[src/rtl/dmem_arbiter.sv]
// Two-port round-robin arbiter/sequencer in front of the single-port data memory.
// Optional macro DMEM_ARB_FIXED_PRIO_EN: port A always wins ties (B may starve).
module dmem_arbiter #(
  parameter int ADDR_W    = 8,
  parameter int DATA_W    = 8,
  parameter int B_WR_LOW  = 0,
  parameter int B_WR_HIGH = 255
) (
  input  logic              clk,
  input  logic              reset,
  input  logic              a_req,
  input  logic              a_we,
  input  logic [ADDR_W-1:0] a_addr,
  input  logic [DATA_W-1:0] a_wdata,
  output logic              a_gnt,
  output logic              a_done,
  output logic [DATA_W-1:0] a_rdata,
  input  logic              b_req,
  input  logic              b_we,
  input  logic [ADDR_W-1:0] b_addr,
  input  logic [DATA_W-1:0] b_wdata,
  output logic              b_gnt,
  output logic              b_done,
  output logic [DATA_W-1:0] b_rdata,
  output logic              b_err,
  output logic              mem_read,
  output logic              mem_write,
  output logic [ADDR_W-1:0] mem_addr,
  output logic [DATA_W-1:0] mem_wdata,
  input  logic [DATA_W-1:0] mem_rdata
);

  typedef enum logic {IDLE, ACCESS} state_t;

  state_t              state, stateNext;
  logic                lastGrant;   // 0 = port A, 1 = port B
  logic                latWe, latId;
  logic [ADDR_W-1:0]   latAddr;
  logic [DATA_W-1:0]   latWdata;
  logic                doLatch, winB, bReject;

  always_ff @(posedge clk or posedge reset) begin
    if (reset) state <= IDLE;
    else       state <= stateNext;
  end

  always_comb begin
    stateNext = state;
    doLatch   = 1'b0;
    winB      = 1'b0;
    case (state)
      IDLE: begin
        if (a_req || b_req) begin
          doLatch   = 1'b1;
          stateNext = ACCESS;
          if (a_req && b_req) begin
`ifdef DMEM_ARB_FIXED_PRIO_EN
            winB = 1'b0;
`else
            winB = !lastGrant;
`endif
          end else begin
            winB = b_req;
          end
        end
      end
      ACCESS: stateNext = IDLE;
      default: stateNext = IDLE;
    endcase
  end

  // Out-of-window B writes are squashed but still complete with an error pulse.
  assign bReject = latId && latWe &&
                   ((int'(latAddr) < B_WR_LOW) || (int'(latAddr) > B_WR_HIGH));

  always_comb begin
    a_gnt     = 1'b0;
    b_gnt     = 1'b0;
    mem_read  = 1'b0;
    mem_write = 1'b0;
    mem_addr  = '0;
    mem_wdata = '0;
    if (state == ACCESS) begin
      a_gnt     = !latId;
      b_gnt     = latId;
      mem_addr  = latAddr;
      mem_wdata = latWdata;
      mem_read  = !latWe;
      mem_write = latWe && !bReject;
    end
  end

  always_ff @(posedge clk or posedge reset) begin
    if (reset) begin
      lastGrant <= 1'b1;
      latWe     <= 1'b0;
      latId     <= 1'b0;
      latAddr   <= '0;
      latWdata  <= '0;
      a_done    <= 1'b0;
      b_done    <= 1'b0;
      b_err     <= 1'b0;
      a_rdata   <= '0;
      b_rdata   <= '0;
    end else begin
      a_done <= 1'b0;
      b_done <= 1'b0;
      b_err  <= 1'b0;
      if (doLatch) begin
        latId     <= winB;
        latWe     <= winB ? b_we    : a_we;
        latAddr   <= winB ? b_addr  : a_addr;
        latWdata  <= winB ? b_wdata : a_wdata;
        lastGrant <= winB;
      end
      // End of the access cycle: report completion and capture read data.
      if (state == ACCESS) begin
        if (latId) begin
          b_done <= 1'b1;
          b_err  <= bReject;
          if (!latWe) b_rdata <= mem_rdata;
        end else begin
          a_done <= 1'b1;
          if (!latWe) a_rdata <= mem_rdata;
        end
      end
    end
  end

endmodule
[config.mk]
export PLATFORM = sky130hd
export DESIGN_NAME = dmem_arbiter
export DESIGN_NICKNAME = d
export VERILOG_FILES = /design/src/rtl/dmem_arbiter.sv
export SDC_FILE = /design/constraint.sdc
export NUM_CORES = 1
export LEC_CHECK = 0
export CAP_MARGIN = 20
export CORE_UTILIZATION = 28
export DETAILED_ROUTE_END_ITERATION = 7
export DONT_BUFFER_PORTS = 1
export SYNTH_ARGS = -nofsm -noshare
export SYNTH_HDL_FRONTEND = slang
export SYNTH_SLANG_ARGS = --single-unit
[constraint.sdc]
create_clock -name clk -period 1.3 [get_ports clk]
set_input_delay 0.39 -clock clk [delete_from_list [all_inputs] [get_ports clk]]
set_output_delay 0.39 -clock clk [all_outputs]
set_load 0.005 [all_outputs]
==> qor.log, run 1 <==
[global_route] number of global-route vias before repair 1450
[worst_setup_path] data arrival time at the worst-slack endpoint 1.13 ns
[pwr] part of the total power dissipated in the clock network 0.287
[timing] Setup TNS -5.02 ns
[outcome] run status finished, violations left
[die] horizontal die dimension 83.5 microns
[synthesis] FFs w/ async S/R, synth 1.00
[min_path] Min-Delay Path Class in -> reg
[die] area of the core region 6390 sq um
[min_path] Cells on Worst Hold Path 1
[flow_run] total of max-cap violations 0
[worst_setup_path] category of the critical setup timing path reg -> out
[synthesis] mean area per synthesized cell 10.8 sq um
[place] area of placed instances 2030 sq um
[pwr] Sw Ratio 0.280
[place] RD Place Congestion 0.711
[global_route] remaining global-route overflow 0
[place] Port-buffer cells 0
[global_route] largest net degree at the start of global routing 39
[pwr] cell leakage power 0.961 nW
[pwr] power share of the sequential group 0.438
[routing] DRC violations left 0
[worst_setup_path] Critical Path Sink Type output port
[routing] via count of the routed design 1387
[place] estimated wirelength of the detail-placed design 3110 microns
[timing] Period Utilization, post-route 1.17
[clock_tree] TritonCTS clock tree yes
[worst_setup_path] CP startpoint kind flop
[worst_setup_path] Critical Path Source state
[clock_tree] Root Driver clkbuf_8
[min_path] worst hold path startpoint mem_rdata[3]
[worst_setup_path] Worst R2R Start state
[clock_tree] H-tree levels 2
[layout] layout net count 234
[pwr] power density over the cells 1780 nW/um^2
[timing] count of final setup violators 53
[layout] post-route cell area 2360 sq um
[synthesis] proportion of synthesized chip area in sequential cells 0.512
[clock_tree] total CTS buffers 5
[synthesis] post-synthesis instance total 172
[clock_tree] clock network latency to the later pin of the worst-skew pair 0.29 ns
[worst_setup_path] Worst Path Max Fanout 7
[timing] max-slew violations 0
[layout] most frequent cells in the layout dfrtp_1, o2111ai_1, nor2_1, a31oi_1, o21ai_0
[synthesis] number of synthesized flops with an enable pin 0
[global_route] combined global-route utilization of all metal layers 0.140
[worst_setup_path] WP data required 0.91 ns
[synthesis] cells taking the most area after synthesis dfrtp_1, mux2_2, o2111ai_1
[layout] count of non-filler cells in the finished layout 266
[die] vertical die dimension 83.5 microns
[routing] count of TritonRoute iterations in the first routing pass 4
[routing] detail-routed via count per cell 5.21
[timing] RSZ-0062 raised after global routing true
[global_route] wire length of the first global-routing pass 7510 microns
[die] Die ar. 6970 sq um
[pwr] part of the total power dissipated in combinational logic 0.275
[die] standard-cell rows 29
[synthesis] Synth Warn # 0
[worst_setup_path] Register-to-Register Path Depth 6
[outcome] failing checks setup timing
[layout] antenna diode instance count 0
[clock_tree] count of clock tree sinks 38
[layout] sequential standard cell area 953 sq um
[synthesis] number of register bits inferred by synthesis 38
[die] Starting Density 0.291
[synthesis] ys flop type dfrtp_1
[timing] worst-case hold slack 0.243 ns
[timing] clock period minus worst slack 1.52 ns
[layout] most common cell after layout, fill and taps aside dfrtp_1
[routing] DR iter-0 viols 18
[pwr] worst vdd rail ir drop 760 uV
[clock_tree] clock input transition at the sequential cells of the worst setup and hold paths 0.08 ns
[routing] mean routed wirelength per cell 17.4 microns
[synthesis] Cell Area, Synth 1860 sq um
[synthesis] post-synthesis net count 218
[clock_tree] CTS max path bufs 2
[timing] upper clock frequency limit 658 MHz
[place] number of placed cells counting well taps 250
[layout] share of layout cells above drive strength 1 0.339
[synthesis] Synth area leader dfrtp_1
[timing] Post-Route Skew 0.00558 ns
[layout] multi-input gate area in the final layout 842 sq um
[timing] post-route setup slack -0.220 ns
[global_route] number of antenna violations at the first check in global routing 0
[pwr] Net Sw Power 1.17 mW
[timing] number of hold violations in the final report 0
[synthesis] synth unique cells 24
[routing] Routed Wire Length 4640 microns
[layout] relative area change from synthesis to final layout 26.9%
[die] I/O pins 85
[layout] final-layout fill cell count 650
[synthesis] area share of the leading cell type in the synthesized netlist 0.498
[pwr] Int Pwr 3.01 mW
[routing] DRT antenna net count 0
[what timing repair did]
| action | in CTS | in global routing |
|---|---|---|
| hold endpoints to repair | 13 | 0 |
| endpoints found under the setup margin | 45 | 54 |
| pin swaps | 1 | 1 |
| resized for setup | 20 | 11 |
| gates cloned | 1 | 0 |
| hold buffers | 1 | 0 |
| buffers inserted | 5 | 1 |
[path summary, 6_finish.rpt]
path	end	slack, ns
setup / recovery	mem_wdata[6]	-0.22
hold / removal	b_rdata[3]	0.24
setup reg to reg	a_rdata[1]	-0.14
hold reg to reg	a_rdata[5]	0.54
max in group asynchronous	lastGrant	0.48
min in group asynchronous	a_rdata[3]	0.56
[sequential cells by signal (all words and copies together), names as in the netlist]
register / flops
b_done: 1
lastGrant: 1
a_rdata: 8
latId: 1
a_done: 1
latWe: 1
b_rdata: 8
state: 1
latWdata: 8
latAddr: 8
[final cells by class]
cell class | count | area share
Sequential cell | 38 | 0.404
Multi-Input combinational cell | 112 | 0.357
Timing Repair Buffer | 26 | 0.130
Tap cell | 77 | 0.0409
Clock buffer | 5 | 0.0292
Clock inverter | 3 | 0.0292
Inverter | 5 | 0.00902
[routing by layer]
layer,GRT usage,routed length (microns),vias up
met4,0.0416,30,0
met3,0.0435,304,4
met1,0.158,1870,673
met2,0.251,2440,52
li1,-,-,658
met5,0,0,-
[kinds of logic (layout without fill, tap and decap cells)]
group	after synthesis	in the layout	share of synthesized area
compound gates	54	54	0.195
simple gates	41	41	0.119
flops	38	38	0.512
buf+inv	22	39	0.0747
mux	16	16	0.0970
other cells	1	1	0.00202
[critical path, cell delays in order, from the launching register on]
cell,delay (ns)
dfrtp_2,0.44
buf_6,0.14
buf_6,0.12
and2_4,0.13
[cells in the mapped netlist, types with 2 or more instances]
cell type,number
and2_1,18
o22ai_1,2
o21ai_1,2
buf_4,6
buf_6,4
clkbuf_1,4
buf_2,2
clkinv_1,2
o2111ai_1,17
o21ai_0,15
dfrtp_1,37
a31oi_1,17
nor2_1,19
mux2_2,16
inv_1,2
[through the flow]
step | total power [mW] | worst slack, ns | utilization
after floorplan | 2.50 | 0.00303 | -
after global placement | 2.76 | -0.0405 | 0.318
after detailed placement | 2.78 | -0.0431 | 0.318
after CTS | 4.16 | -0.243 | 0.361
after global routing | 4.45 | -0.273 | 0.369
final | 4.19 | -0.220 | 0.369
[power groups by stage]
stage                     combinational, mW  clock (mW)  sequential, mW
after global routing                   1.27        1.29            1.89
after detailed placement              0.919           0            1.86
final                                  1.15        1.20            1.83
after global placement                0.903           0            1.85
after CTS                              1.07        1.26            1.83
after floorplan                       0.700           0            1.80
No activity file was read; power rests on OpenSTA's default activity.
==> inputs of run 2 (changes only) <==
clock period = 1.9 ns   (was 1.3 ns; I/O delays follow)
==> qor.log, run 2 (synthesized netlist as in run 1, its figures left out) <==
[timing] RSZ-0062 raised after global routing false
[place] estimated wirelength of the detail-placed design 3250 microns
[routing] mean routed wirelength per cell 18.5 microns
[pwr] power density over the cells 1170 nW/um^2
[die] vertical die dimension 83.5 microns
[routing] DR iter-0 viols 63
[timing] worst max-slew margin expressed relative to the limit 0.539
[layout] antenna diode instance count 0
[clock_tree] CTS max path bufs 2
[clock_tree] quantity of gates resized following cts 0
[min_path] Min-Delay Path Class in -> async
[flow_run] total of max-cap violations 0
[global_route] number of antenna violations at the first check in global routing 0
[place] number of placed cells counting well taps 240
[timing] actual transition at the worst max-transition pin 0.692 ns
[global_route] remaining global-route overflow 0
[timing] count of final setup violators 0
[global_route] largest net degree at the start of global routing 22
[worst_setup_path] CP startpoint kind flop
[routing] Routed Wire Length 4580 microns
[pwr] Int Pwr 1.59 mW
[routing] DRT antenna net count 0
[layout] final-layout fill cell count 682
[outcome] run status finished clean
[timing] clock period minus worst slack 1.71 ns
[clock_tree] total CTS buffers 5
[worst_setup_path] Critical Path Sink Type output port
[layout] most common cell after layout, fill and taps aside dfrtp_1
[global_route] number of global-route vias before repair 1331
[global_route] combined global-route utilization of all metal layers 0.139
[worst_setup_path] WP data required 1.33 ns
[place] area of placed instances 1910 sq um
[clock_tree] clock input transition at the sequential cells of the worst setup and hold paths 0.07 ns
[timing] Period Utilization, post-route 0.899
[routing] via count of the routed design 1310
[layout] share of layout cells above drive strength 1 0.218
[routing] detail-routed via count per cell 5.30
[layout] layout net count 216
[clock_tree] Hold-fix buffers, CTS 0
[layout] post-route cell area 1990 sq um
[timing] Setup TNS 0 ns
[global_route] wire length of the first global-routing pass 7470 microns
[timing] Post-Route Skew 0.00497 ns
[die] Die ar. 6970 sq um
[worst_setup_path] category of the critical setup timing path reg -> out
[die] Starting Density 0.291
[timing] upper clock frequency limit 585 MHz
[place] RD Place Congestion 0.685
[clock_tree] clock network latency to the later pin of the worst-skew pair 0.28 ns
[pwr] overall power consumption 2.32 mW
[clock_tree] TritonCTS clock tree yes
[die] I/O pins 85
[timing] worst-case hold slack 0.183 ns
[pwr] part of the total power dissipated in combinational logic 0.229
[layout] relative area change from synthesis to final layout 6.94%
[clock_tree] post-CTS setup buffer count 0
[routing] DRC violations left 0
[pwr] worst vdd rail ir drop 687 uV
[place] Port-buffer cells 0
[die] standard-cell rows 29
[clock_tree] count of clock tree sinks 38
[pwr] Sw Ratio 0.314
[timing] max-slew violations 0
[routing] count of TritonRoute iterations in the first routing pass 5
[pwr] power share of the sequential group 0.545
[clock_tree] H-tree levels 2
[layout] most frequent cells in the layout dfrtp_1, nor2_1, and2_1
[die] area of the core region 6390 sq um
[pwr] part of the total power dissipated in the clock network 0.226
[die] horizontal die dimension 83.5 microns
[worst_setup_path] Worst Path Max Fanout 14
[timing] number of hold violations in the final report 0
[pwr] Net Sw Power 731 uW
[pwr] cell leakage power 0.762 nW
[layout] count of non-filler cells in the finished layout 247
[worst_setup_path] data arrival time at the worst-slack endpoint 1.14 ns
[clock_tree] Root Driver clkbuf_8
run 2: metal layers:
| metal | wire length [microns] | part of all wire | vias to the layer above | global-route usage |
|---|---|---|---|---|
| li1 | - | - | 623 | - |
| met1 | 1860 | 0.41 | 620 | 0.166 |
| met4 | 16 | 0.0035 | 0 | 0.0277 |
| met2 | 2310 | 0.50 | 65 | 0.238 |
| met5 | 0 | 0 | - | 0 |
| met3 | 397 | 0.087 | 2 | 0.0524 |
run 2: through the flow:
step | setup slack [ns] | utilization
2_1_floorplan | 0.431 | -
3_3_place_gp | 0.345 | 0.299
3_5_place_dp | 0.267 | 0.299
4_1_cts | 0.0549 | 0.311
5_1_grt | 0.0889 | 0.311
6_report | 0.192 | 0.311
run 2: power by group through the flow:
stage               Clock (mW)  Combinational, mW  Sequential (mW)
detailed placement           0              0.544             1.29
floorplan                    0              0.478             1.23
finish                   0.525              0.532             1.27
global route             0.587              0.605             1.31
global placement             0              0.532             1.28
CTS                      0.553              0.546             1.27
run 2: final cells by class:
type / count / area, sq um / area share
clock inverters: 2 / 10.0 / 0.00504
multi-input cells: 112 / 767 / 0.386
inverters: 5 / 18.8 / 0.00945
flip-flops and latches: 38 / 953 / 0.480
clock buffers: 5 / 68.8 / 0.0346
repair buffers: 8 / 72.6 / 0.0365
well taps: 77 / 96.3 / 0.0485
run 2: critical path, cell delays in order (launching register included):
cell and delay (ns):
dfrtp_2 0.49, buf_4 0.19, and2_1 0.17
run 2: worst paths after layout:
kind                              start           end  slack, ns  cells after the start
max                               state  mem_wdata[7]       0.19                      2
min                               reset    a_rdata[4]       0.18                      1
max reg2reg                       state   latWdata[7]       0.34                      3
min reg2reg                  b_rdata[6]    b_rdata[6]       0.53                      1
max in group asynchronous         reset     lastGrant       1.16                      2
min in group clk           mem_rdata[1]    a_rdata[1]       0.43                      1
